==> config.mk <==
export PLATFORM = sky130hd
export DESIGN_NAME = gpu_instr_fifo_rx
export DESIGN_NICKNAME = d
export VERILOG_FILES = /design/src/rtl/gpu_if_pkg.sv /design/src/rtl/gpu_instr_fifo_mem.sv /design/src/rtl/gpu_instr_fifo_rx.sv
export SDC_FILE = /design/constraint.sdc
export NUM_CORES = 1
export LEC_CHECK = 0
export BUFFER_PORTS_ARGS = -buffer_cell sky130_fd_sc_hd__buf_4
export CAP_MARGIN = 20
export CELL_PAD_IN_SITES_DETAIL_PLACEMENT = 1
export CELL_PAD_IN_SITES_GLOBAL_PLACEMENT = 1
export CORE_MARGIN = 5
export CORE_UTILIZATION = 31
export DETAILED_ROUTE_END_ITERATION = 8
export PLACE_DENSITY = 0.57
export SKIP_CTS_REPAIR_TIMING = 1
export SLEW_MARGIN = 30
export SYNTH_ARGS = -nofsm -noshare
export SYNTH_HDL_FRONTEND = slang
export SYNTH_HIERARCHICAL = 1
export SYNTH_SLANG_ARGS = --single-unit
==> constraint.sdc <==
create_clock -name clk_clk -period 7.7 [get_ports clk_clk]
set_input_delay 2.31 -clock clk_clk [delete_from_list [all_inputs] [get_ports clk_clk]]
set_output_delay 2.31 -clock clk_clk [all_outputs]
set_load 0.05 [all_outputs]
==> src/rtl/gpu_if_pkg.sv <==
// Shared GPU instruction-interface definitions: word widths, the packed
// two-word instruction type, and opcode field positions within the low word.
package gpu_if_pkg;
  localparam int WORD_W  = 32;
  localparam int INSTR_W = 2 * WORD_W;

  typedef struct packed {
    logic [WORD_W-1:0] b;
    logic [WORD_W-1:0] a;
  } instr_t;

  localparam int OPC_LSB = 0;
  localparam int OPC_W   = 8;

  localparam logic [OPC_W-1:0] OPC_NOP    = 8'h00;
  localparam logic [OPC_W-1:0] OPC_DRAW   = 8'h11;
  localparam logic [OPC_W-1:0] OPC_BLIT   = 8'h12;
  localparam logic [OPC_W-1:0] OPC_SETREG = 8'h20;
endpackage

==> src/rtl/gpu_instr_fifo_mem.sv <==
// Instruction storage: one write port plus a registered read port that can
// alternatively capture the incoming word directly when the array is empty.
module gpu_instr_fifo_mem
  import gpu_if_pkg::*;
#(
  parameter int DEPTH = 16,
  parameter int PTR_W = $clog2(DEPTH)
) (
  input  logic             gclk,
  input  logic             grst_n,
  input  logic             we,
  input  logic [PTR_W-1:0] waddr,
  input  instr_t           wdata,
  input  logic             re,
  input  logic [PTR_W-1:0] raddr,
  input  logic             byp,
  input  instr_t           byp_data,
  output instr_t           rdata
);

  instr_t mem [DEPTH];
  instr_t rdata_q, rdata_d;

  // Storage array carries no reset; only the read register is cleared.
  always_ff @(posedge gclk) begin
    if (we) mem[waddr] <= wdata;
  end

  always_comb begin
    rdata_d = rdata_q;
    if (byp)     rdata_d = byp_data;
    else if (re) rdata_d = mem[raddr];
  end

  always_ff @(posedge gclk or negedge grst_n) begin
    if (!grst_n) rdata_q <= '0;
    else         rdata_q <= rdata_d;
  end

  assign rdata = rdata_q;

endmodule

==> src/rtl/gpu_instr_fifo_rx.sv <==
// PIO instruction receiver: edge-detects wrreg, queues {data_b,data_a} in a
// FWFT FIFO whose head lives in the read register, flags almost-full/overflow.
module gpu_instr_fifo_rx
  import gpu_if_pkg::*;
#(
  parameter int DEPTH       = 16,
  parameter int FULL_MARGIN = 1
) (
  input  logic                     clk_clk,
  input  logic                     reset_reset_n,
  input  logic [WORD_W-1:0]        data_a,
  input  logic [WORD_W-1:0]        data_b,
  input  logic                     wrreg,
  output logic                     wrfull,
  output logic                     instr_valid,
  input  logic                     instr_ready,
  output logic [WORD_W-1:0]        instr_a,
  output logic [WORD_W-1:0]        instr_b,
  output logic                     overflow,
  input  logic                     ovf_clr,
  output logic [$clog2(DEPTH):0]   level
);

  localparam int PTR_W = $clog2(DEPTH);
  localparam int CNT_W = PTR_W + 1;
  localparam logic [CNT_W-1:0] DEPTH_C = CNT_W'(DEPTH);
  localparam logic [CNT_W-1:0] FULL_TH = CNT_W'(DEPTH - FULL_MARGIN);

  logic             wrreg_q;
  logic [CNT_W-1:0] count_q, count_d, mem_cnt;
  logic [PTR_W-1:0] wr_ptr_q, wr_ptr_d, rd_ptr_q, rd_ptr_d;
  logic             valid_q, valid_d, wrfull_q, wrfull_d, overflow_q, overflow_d;
  logic             push_req, push, pop, load, byp, mem_re, mem_we;
  instr_t           wdata, head;

  assign wdata = '{b: data_b, a: data_a};

  always_comb begin
    push_req = wrreg & ~wrreg_q;
    pop      = valid_q & instr_ready;
    // A pop frees a slot on the same edge, so a full FIFO still accepts.
    push     = push_req & ((count_q < DEPTH_C) | pop);
    mem_cnt  = count_q - CNT_W'(valid_q);
    load     = ~valid_q | pop;
    // Nothing queued behind the head: the new word goes straight to the output.
    byp      = load & push & (mem_cnt == '0);
    mem_re   = load & (mem_cnt != '0);
    mem_we   = push & ~byp;
    wr_ptr_d = wr_ptr_q + PTR_W'(mem_we);
    rd_ptr_d = rd_ptr_q + PTR_W'(mem_re);
    count_d  = count_q + CNT_W'(push) - CNT_W'(pop);
    valid_d  = count_d != '0;
    wrfull_d = count_d >= FULL_TH;
    overflow_d = (push_req & ~push) | (overflow_q & ~ovf_clr);
  end

  // wrreg_q resets high so a strobe held through reset is not seen as an edge.
  always_ff @(posedge clk_clk or negedge reset_reset_n) begin
    if (!reset_reset_n) begin
      wrreg_q    <= 1'b1;
      count_q    <= '0;
      wr_ptr_q   <= '0;
      rd_ptr_q   <= '0;
      valid_q    <= 1'b0;
      wrfull_q   <= 1'b0;
      overflow_q <= 1'b0;
    end else begin
      wrreg_q    <= wrreg;
      count_q    <= count_d;
      wr_ptr_q   <= wr_ptr_d;
      rd_ptr_q   <= rd_ptr_d;
      valid_q    <= valid_d;
      wrfull_q   <= wrfull_d;
      overflow_q <= overflow_d;
    end
  end

  gpu_instr_fifo_mem #(.DEPTH(DEPTH), .PTR_W(PTR_W)) u_mem (
    .gclk     (clk_clk),
    .grst_n   (reset_reset_n),
    .we       (mem_we),
    .waddr    (wr_ptr_q),
    .wdata    (wdata),
    .re       (mem_re),
    .raddr    (rd_ptr_q),
    .byp      (byp),
    .byp_data (wdata),
    .rdata    (head)
  );

  assign instr_valid = valid_q;
  assign instr_a     = head.a;
  assign instr_b     = head.b;
  assign wrfull      = wrfull_q;
  assign overflow    = overflow_q;
  assign level       = count_q;

endmodule

==> key figures, run 1 <==
Run status
  • Status: finished, final reports clean

Power
  • Static leakage: 15.8 nW
  • Worst VDD drop: 0.305 mV
  • Power per cell area: 369 nW/um2

Timing
  • Slew Limit Fails: 0
  • Setup ws final: 2450 ps
  • Fmax: 190 MHz
  • RSZ-0062 raised after global routing: no
  • Final hold violation count: 0
  • Worst Skew: about 24 ps
  • Slew @ Worst Pin: 988 ps
  • Setup violations, final: 0
  • Final hold slack: 518 ps
  • Final worst-path cycle share: 68.2%
  • Min Clock Period, post-route: around 5300 ps
  • TNS Setup: 0 ps
  • Max-slew headroom: around a third

Place
  • Area after DPL: around 45000 um2
  • Placer Congestion: a little over 0.7
  • IO Port Bufs: 140
  • DP Worst Slack: 1680 ps
  • Detailed-placement wirelength estimate: 58700 um

Route
  • Wire length per cell: 25.8 um
  • DRT antenna net count: 0
  • Drt pass-1 iters: 7
  • WL final: 103000 um
  • Vias per cell: ~5
  • Vias: 20000
  • Residual DRC: 0
  • First DRT Iteration DRCs: 1434

Global route
  • Initial antenna violation count: 2
  • Total GRT Usage: 14.3%
  • Largest net degree at the start of global routing: between 100 and 150
  • Remaining Overflow, GRT: 0
  • First-pass GRT wire length: 152000 um
  • Number of global-route vias before repair: between 20000 and 25000

Setup path
  • Worst path max stage delay: 790 ps
  • Top cell by count, worst path: buf_4
  • Crit-path max FO: 27
  • CP bufs+invs: 2
  • WP data arrival: ~5600 ps
  • Crit path max-delay family: simple AND/OR/NAND/NOR gates
  • Critical Path Start Type: primary input
  • Crit path capture type: register
  • Worst path slowest cell: a21oi_1
  • Worst Path Required: about 8000 ps
  • Critical path class: in2reg
  • Crit path cell chain: buf_4, and2_1, nand2b_1, nand3b_1, a21oi_1, or3b_2, nor2_4, buf_4
  • Register-to-Register Setup Slack: 3280 ps

Floorplanning
  • Number of core rows: 135
  • Die H: 378 um
  • Die area: 143000 um2
  • Initial Util: a little under a third
  • Die W: 378 um
  • IO Count: 141
  • Core Box Area: around 140000 um2

Synth
  • FFs w/ async S/R, synth: 7.33%
  • Synth unique cells: 43
  • Post-Syn Area: 42100 um2
  • Avg Cell Area, Syn: ~22 um2
  • Mapped Nets: 2000
  • Yosys warns: 6
  • Top FF cell, synth: edfxtp_1
  • EDFF count, synth: 1024
  • Sequential fraction of the synthesis area: between 70 and 80%
  • Synth Register Bits: 1105
  • Synthesized instance count: 1916
  • Post-synth top area share: between 70% and 80%
  • Synth top area cells: edfxtp_1, mux4_2, dfrtp_1, a22oi_1, mux2i_1
  • Largest area contributor in the netlist: edfxtp_1

Run
  • # Max-Cap Violations: 0

Cells and area
  • Final Util: a little over a third
  • Share of layout cells above drive strength 1: between 30% and 40%
  • Nets: 2194
  • Synth-to-Final Area Change: 17.1%
  • Post-route cell area: a little under 50000 um2
  • FILL cells: 13000

CTS
  • Worst-Skew Late Latency: 700 ps
  • CTS buffer count: 111
  • Clk pin slew, worst setup/hold paths: 60 ps
  • Clock buffer depth: 3
  • TritonCTS clock tree: yes
  • Clock root buffer: clkbuf_16
  • Clk sinks: 1105
  • H-tree depth: 3

Min path
  • Worst Hold Class: reg2reg
-- registers in the layout, summed over array words and instances, names as in the netlist --
name / count
u_mem/mem: 1024
level: 5
overflow: 1
u_mem/rdata: 64
instr_valid: 1
wr_ptr_q: 4
wrfull: 1
rd_ptr_q: 4
wrreg_q: 1
-- per-layer routing --
| metal | vias to the layer above | share of wire (%) | GRT usage [%] |
|---|---|---|---|
| met4 | 0 | 1.7 | 3.49 |
| met3 | 118 | 4.6 | 2.58 |
| met2 | 449 | 50 | 24.4 |
| met5 | - | 0 | 0 |
| met1 | 10900 | 43 | 19.2 |
| li1 | 8484 | - | - |
-- final timing paths --
check                      cells after the start                     endpoint                        start
setup / recovery                               8   u_mem/mem[3][14]$_DFFE_PP_                  instr_ready
hold / removal                                 2  u_mem/rdata[32]$_DFFE_PN0P_  u_mem/rdata[32]$_DFFE_PN0P_
setup reg to reg                               9   u_mem/mem[3][14]$_DFFE_PP_           level[2]$_DFF_PN0_
hold reg to reg                                2  u_mem/rdata[32]$_DFFE_PN0P_  u_mem/rdata[32]$_DFFE_PN0P_
max in group asynchronous                      2        rd_ptr_q[0]$_DFF_PN0_                reset_reset_n
min in group asynchronous                      1  u_mem/rdata[45]$_DFFE_PN0P_                reset_reset_n
-- synth_stat cells, types with 16 or more instances --
cell type  count
buf_2         25
clkbuf_1      50
mux2_2        40
a221oi_1      24
nand2_1       41
nand3_1       44
edfxtp_1    1024
mux4_2       232
dfrtp_1       80
nor2_1        16
a22oi_1      104
o22ai_1       25
buf_6         26
a31oi_1       24
mux2i_1       49
-- per-stage QoR --
step / power (mW) / cells
final: 18.2 / 3989
after global routing: 19.0 / 3988
after CTS: 18.5 / 3986
after detailed placement: 12.8 / 3776
after global placement: 12.7 / 3774
after floorplan: 11.2 / 1916
-- kinds of logic (layout without fill, tap and decap cells) --
family,count (synthesis),count (layout),synth area share (%)
flops,1105,1105,77.9
mux,321,321,14.7
compound gates,211,211,3.53
simple gates,134,134,1.56
buf+inv,122,413,1.68
fa+ha+maj,15,15,0.464
xor+xnor,8,8,0.167
other cells,0,1,0
-- power by group --
part	switching (mW)	total, mW	internal (mW)
logic	2.97	5.12	2.14
registers	0.450	7.47	7.02
clock network	2.27	5.59	3.32
total	5.70	18.2	12.5
-- cell usage in the layout (no fill, tap or decap), types with 3 or more instances in the layout --
cell type   count
edfxtp_1     1024
mux4_2        232
buf_4         175
clkbuf_16     113
a22oi_1       104
dfrtp_1        77
mux2i_1        49
nand3_1        44
nand2_1        41
mux2_2         40
clkbuf_1       29
o22ai_1        25
clkinv_2       25
a221oi_1       24
a31oi_1        24
bufinv_16      15
o21ai_1        15
ha_1           14
nor2_4         13
inv_1          12
buf_12         12
clkbuf_8       11
o21ai_0        10
clkinv_1        8
nand2b_1        7
xnor2_1         5
a21oi_1         4
clkinvlp_4      4
nor3_4          4
nor2b_1         3
nand3b_1        3
xor2_1          3
dfrtp_4         3
nor2b_2         3
-- worst min-delay path, delay by kind of cell (launching register included) --
kind / cells / cell delay (ps)
simple gates: 1 / 70
flops: 1 / 350
compound gates: 1 / 60
-- cell type report --
class	instances	area (um2)	area share [%]
diodes	1	2.50	0.00508
clock buffers	153	3090	6.27
clock inverters	57	734	1.49
inverters	13	50.0	0.102
multi-input cells	689	8740	17.7
flip-flops and latches	1105	32800	66.6
well taps	1781	2230	4.52
repair buffers	190	1620	3.29
(Power assumes the default switching activity.)
==> run 2, diff against run 1 <==
Settings changed: PLACE_DENSITY 0.57 to 0.59.
Clock period 7.7 ns to 4.2 ns, I/O delays scaled along.
==> run 2 against run 1 <==
Net effect:
- hold slack worse by 7.9 ps
- count of clock-buffer cells in the layout grew 12
- sequential share of layout area decreased by 0.29 points
- utilization grew 0.16 points
- worst setup slack lost 1900 ps
- register-to-register slack got worse by 2800 ps
- critical path type is now reg2reg
- largest cell class unchanged
==> key figures, run 2 (same netlist as run 1, synthesis figures left out) <==
Floorplanning
  • Die W: 378 um (unchanged)
  • Initial Util: 31.1% (unchanged)
  • Number of core rows: 135 (unchanged)
  • IO Count: 141 (unchanged)
  • Die area: 143000 um2 (unchanged)
  • Core Box Area: 135000 um2 (unchanged)
  • Die H: 378 um (unchanged)

Run status
  • Status: finished, final reports clean

Cells and area
  • Commonest non-fill, non-tap cell in the layout: edfxtp_1
  • Most frequent cells in the layout: edfxtp_1, mux4_2, buf_4, clkbuf_16, a22oi_1
  • Final Util: 36.6% (+0.16 points)
  • Share of layout cells above drive strength 1: 30.4% (+0.12 points)
  • FILL cells: 13000 (+0.15%)
  • Synth-to-Final Area Change: 17.6%
  • Nets: 2209 (+0.68%)
  • Non-Filler Instances: 4002 (+0.33%)
  • Most flop-heavy register: u_mem/mem
  • Flip-flop count of the largest register after layout: 1024 (unchanged)

Place
  • Detailed-placement wirelength estimate: 60100 um (+2.4%)
  • IO Port Bufs: 140 (unchanged)
  • Placer Congestion: 0.709 (-0.76%)
  • DP Cell Count: 3794 (+0.48%)

Min path
  • Worst Hold Class: reg2reg

CTS
  • Clk pin slew, worst setup/hold paths: 60 ps (about the same)
  • H-tree depth: 3 (unchanged)
  • CTS buffer count: 110 (-0.90%)
  • Clock buffer depth: 3 (unchanged)
  • Clk sinks: 1105 (unchanged)
  • Worst-Skew Late Latency: 690 ps (about the same)
  • Clock root buffer: clkbuf_16
  • TritonCTS clock tree: yes

Timing
  • Min Clock Period, post-route: between 3000 and 4000 ps
  • Slew Limit Fails: 0 (unchanged)
  • Worst Skew: 22.0 ps (-1.87 ps)
  • RSZ-0062 raised after global routing: no
  • Final worst-path cycle share: 87.4%
  • Max-slew headroom: 35.3% (+1.2 points)
  • Fmax: 272 MHz
  • Final hold violation count: 0 (unchanged)
  • Slew @ Worst Pin: 970 ps (-17.6 ps)
  • Setup violations, final: 0 (unchanged)

Setup path
  • WP data arrival: 4280 ps (-1300 ps)
  • Crit path capture type: register
  • Crit-path max FO: 26 (-3.7%)
  • Critical path class: reg2reg
  • Worst Path Required: 4810 ps (-3210 ps)
  • Critical Path Start Type: register

Route
  • WL final: 106000 um (+3.2%)
  • Wire length per cell: 26.5 um (+2.8%)
  • Drt pass-1 iters: 5 (-2)
  • DRT antenna net count: 0 (unchanged)
  • First DRT Iteration DRCs: 1604 (+12%)
  • Vias: 20300 (+1.5%)
  • Vias per cell: 5.07 (+1.2%)
  • Residual DRC: 0 (unchanged)

Global route
  • Number of global-route vias before repair: 22100 (+1.4%)
  • Initial antenna violation count: 5 (+3)
  • Remaining Overflow, GRT: 0 (unchanged)
  • Largest net degree at the start of global routing: 129 (-7.9%)
  • First-pass GRT wire length: 156000 um (+2.8%)
  • Total GRT Usage: 14.8% (+0.46 points)

Power
  • Worst VDD drop: 0.620 mV (+100%)
  • Power per cell area: 672 nW/um2 (+82%)
  • Static leakage: 15.9 nW (+0.35%)

Run
  • # Max-Cap Violations: 0 (unchanged)
==> run 2: cell count changes in the layout (fill, tap and decap cells not counted), sizes merged <==
cell,previous run,this run
bufinv,15,11
clkinvlp,4,5
inv,15,17
diode,1,3
clkbuf,153,165
clkinv,36,20
buf,190,206
==> run 2: final timing paths <==
path	slack [ps]	start	depth (start not counted)	endpoint
worst min-delay path	510	u_mem/rdata[4]$_DFFE_PN0P_	2	u_mem/rdata[4]$_DFFE_PN0P_
worst max register to register	530	instr_valid$_DFF_PN0_	11	u_mem/rdata[59]$_DFFE_PN0P_
max in group asynchronous	2780	reset_reset_n	2	u_mem/rdata[14]$_DFFE_PN0P_
worst min register to register	510	u_mem/rdata[4]$_DFFE_PN0P_	2	u_mem/rdata[4]$_DFFE_PN0P_
worst max-delay path	530	instr_valid$_DFF_PN0_	11	u_mem/rdata[59]$_DFFE_PN0P_
min in group asynchronous	580	reset_reset_n	1	u_mem/rdata[59]$_DFFE_PN0P_
==> run 2: final cells by class <==
cell class                 count  area, um2  area share (%)
tap                         1781       2230            4.50
clock inverter                40        505            1.02
multi-input combinational    689       8750            17.7
sequential                  1105      32800            66.3
antenna                        3       7.51          0.0152
inverter                      13       51.3           0.104
timing repair buffer         206       1930            3.90
clock buffer                 165       3200            6.48
==> run 2: routing by layer <==
metal  track usage, %  up-vias  share of wire [%]
li1                 -     8504                  -
met1             20.2    11100                 43
met2             25.0      554                 49
met3             2.51      124                5.4
met4             3.32        2                1.7
met5                0        -             0.0085
==> run 2: stage by stage <==
step                hold WS, ps  setup slack, ps  instance area (um2)  setup TNS [ps]  power [mW]
floorplan                   440             -182                42200          -41810        20.5
global placement            495              212                45700               0        23.5
detailed placement          500              213                45800               0        23.7
CTS                         515              558                49500               0        33.8
global route                548              375                49500               0        34.8
finish                      511              528                49500               0        33.3
==> run 2: worst max-delay path: stages, from the launching register on <==
cell	delay (ps)
dfrtp_1	440
ha_1	280
xnor2_1	180
o2111ai_1	150
nor4_2	370
buf_4	240
nor3b_4	260
buf_4	170
buf_4	380
or2_2	700
o22ai_1	200
a31oi_1	210
==> run 2: report_power, final <==
group          total, mW  internal (mW)  switching (mW)
clock               10.0           5.93            4.07
sequential          13.6           12.9           0.746
combinational       9.63           3.99            5.64
total               33.3           22.8            10.5
==> run 3, diff against run 2 <==
Settings changed: CORE_ASPECT_RATIO from default to 0.5, GPL_ROUTABILITY_DRIVEN from default to 0.
==> run 3 against run 2 <==
Net effect:
- die area rose by 0.31%
- count of clock-buffer cells in the layout down 16
- register-to-register slack gained 290 ps
==> key figures, run 3 (same netlist as run 1, synthesis figures left out) <==
Timing
  • Min Clock Period, post-route: 3380 ps (-292 ps)
  • Worst Skew: 21.5 ps (-0.482 ps)
  • RSZ-0062 raised after global routing: no
  • Setup violations, final: 0 (unchanged)
  • Slew @ Worst Pin: 960 ps (-9.91 ps)
  • Max-slew headroom: 36.0% (+0.66 points)
  • Setup ws final: 820 ps (+292 ps)
  • TNS Setup: 0 ps (unchanged)
  • Final hold violation count: 0 (unchanged)
  • Fmax: 296 MHz (+8.7%)
  • Slew Limit Fails: 0 (unchanged)
  • Final worst-path cycle share: 80.5% (-7.0 points)

CTS
  • H-tree depth: 3 (unchanged)
  • CTS buffer count: 108 (-1.8%)
  • Clock root buffer: clkbuf_16
  • TritonCTS clock tree: yes
  • Clock buffer depth: 3 (unchanged)
  • Clk sinks: 1105 (unchanged)
  • Worst-Skew Late Latency: 690 ps (about the same)
  • Clk pin slew, worst setup/hold paths: 60 ps (about the same)

Setup path
  • R2R cell count: 11 (unchanged)
  • Critical Path Start Type: register
  • Register-to-Register Setup Slack: 820 ps (+290 ps)
  • WP data arrival: 3980 ps (-300 ps)
  • FF-to-FF Start: level[1]$_DFF_PN0_
  • Crit path capture type: register
  • Crit-path max FO: 25 (-3.8%)
  • Worst setup endpoint: u_mem/rdata[56]$_DFFE_PN0P_
  • Critical path class: reg2reg
  • Crit path from: level[1]$_DFF_PN0_
  • Worst Path Required: 4800 ps (about the same)
  • FF-to-FF End: u_mem/rdata[56]$_DFFE_PN0P_

Route
  • First DRT Iteration DRCs: 1563 (-2.6%)
  • Wire length per cell: 26.2 um (-1.3%)
  • Vias per cell: 5.04 (-0.68%)
  • DRT antenna net count: 0 (unchanged)
  • WL final: 105000 um (-0.99%)
  • Drt pass-1 iters: 6 (+1)
  • Residual DRC: 0 (unchanged)
  • Vias: 20200 (-0.38%)

Place
  • DP Worst Slack: 360 ps (+146 ps)
  • IO Port Bufs: 140 (unchanged)
  • Detailed-placement wirelength estimate: 56600 um (-5.9%)
  • DP Cell Count: 3803 (+0.24%)

Global route
  • Initial antenna violation count: 8 (+3)
  • Total GRT Usage: 14.6% (-0.25 points)
  • Number of global-route vias before repair: 22000 (-0.76%)
  • Remaining Overflow, GRT: 0 (unchanged)
  • First-pass GRT wire length: 155000 um (-0.74%)
  • Largest net degree at the start of global routing: 65 (-50%)

Floorplanning
  • IO Count: 141 (unchanged)
  • Core Box Area: 135000 um2 (-0.43%)
  • Die H: 270 um (-29%)
  • Initial Util: 31.3% (+0.13 points)
  • Die area: 144000 um2 (+0.31%)
  • Die W: 531 um (+40%)
  • Number of core rows: 95 (-30%)

Run
  • # Max-Cap Violations: 0 (unchanged)

Cells and area
  • Synth-to-Final Area Change: 17.3%
  • Most flop-heavy register: u_mem/mem
  • Flip-flop count of the largest register after layout: 1024 (unchanged)
  • Non-Filler Instances: 4014 (+0.30%)
  • Nets: 2203 (-0.27%)
  • Commonest non-fill, non-tap cell in the layout: edfxtp_1
  • Share of layout cells above drive strength 1: 30.6% (+0.15 points)
  • Most frequent cells in the layout: edfxtp_1, mux4_2, buf_4, clkbuf_16, a22oi_1

Power
  • Static leakage: 15.8 nW (-0.30%)
  • Worst VDD drop: 0.370 mV (-40%)
  • Power per cell area: 664 nW/um2 (-1.2%)

Min path
  • Worst Hold Class: reg2reg

Run status
  • Status: finished, final reports clean
[run 3: cell type report]
| type | count | area, um2 |
|---|---|---|
| multi-input combinational | 689 | 8760 |
| timing repair buffer | 202 | 1970 |
| clock buffer | 149 | 3050 |
| inverter | 13 | 51.3 |
| tap | 1794 | 2240 |
| antenna | 6 | 15.0 |
| fill | 13100 | 85200 |
| clock inverter | 56 | 443 |
| sequential | 1105 | 32800 |
[run 3: worst min path at each step]
| stage | start | to | slack [ps] | cells after the start |
|---|---|---|---|---|
| final | u_mem/rdata[5]$_DFFE_PN0P_ | u_mem/rdata[5]$_DFFE_PN0P_ | 510 | 2 |
| after global routing | u_mem/rdata[5]$_DFFE_PN0P_ | u_mem/rdata[5]$_DFFE_PN0P_ | 530 | 2 |
| after CTS | u_mem/rdata[5]$_DFFE_PN0P_ | u_mem/rdata[5]$_DFFE_PN0P_ | 520 | 2 |
| after detailed placement | u_mem/rdata[5]$_DFFE_PN0P_ | u_mem/rdata[5]$_DFFE_PN0P_ | 500 | 2 |
| after global placement | u_mem/rdata[5]$_DFFE_PN0P_ | u_mem/rdata[5]$_DFFE_PN0P_ | 490 | 2 |
| after floorplan | rd_ptr_q[3]$_DFF_PN0_ | rd_ptr_q[3]$_DFF_PN0_ | 440 | 1 |
[run 3: stage by stage]
step | power, mW | util [%] | hold slack [ps] | instance area, um2
5_1_grt | 34.3 | 36.7 | 533 | 49300
4_1_cts | 33.3 | 36.6 | 516 | 49300
6_report | 32.8 | 36.7 | 505 | 49300
2_1_floorplan | 20.5 | - | 440 | 42200
3_5_place_dp | 23.7 | 34.0 | 501 | 45800
3_3_place_gp | 23.5 | 34.0 | 487 | 45800
[run 3: per-layer routing]
layer  vias to the layer above  global-route usage [%]  wire length (um)
li1                       8505                       -                 -
met1                     11100                    19.2             44800
met2                       407                    24.6             53300
met3                       165                    2.71              4490
met4                         4                    4.14              2510
met5                         -                       0                22
[run 3: power breakdown]
group / internal [mW] / total (mW) / switching, mW
logic: 3.99 / 9.57 / 5.58
registers: 12.9 / 13.7 / 0.781
clock network: 5.44 / 9.54 / 4.09
[run 3: critical path, stage by stage (launching register included)]
cell and delay, ps:
dfrtp_1 430, inv_1 230, ha_1 210, nand2b_2 60, mux2i_1 130, nor4_2 570
nor3b_4 320, buf_4 410, or2_2 190, buf_4 400, o22ai_1 120, a31oi_1 210
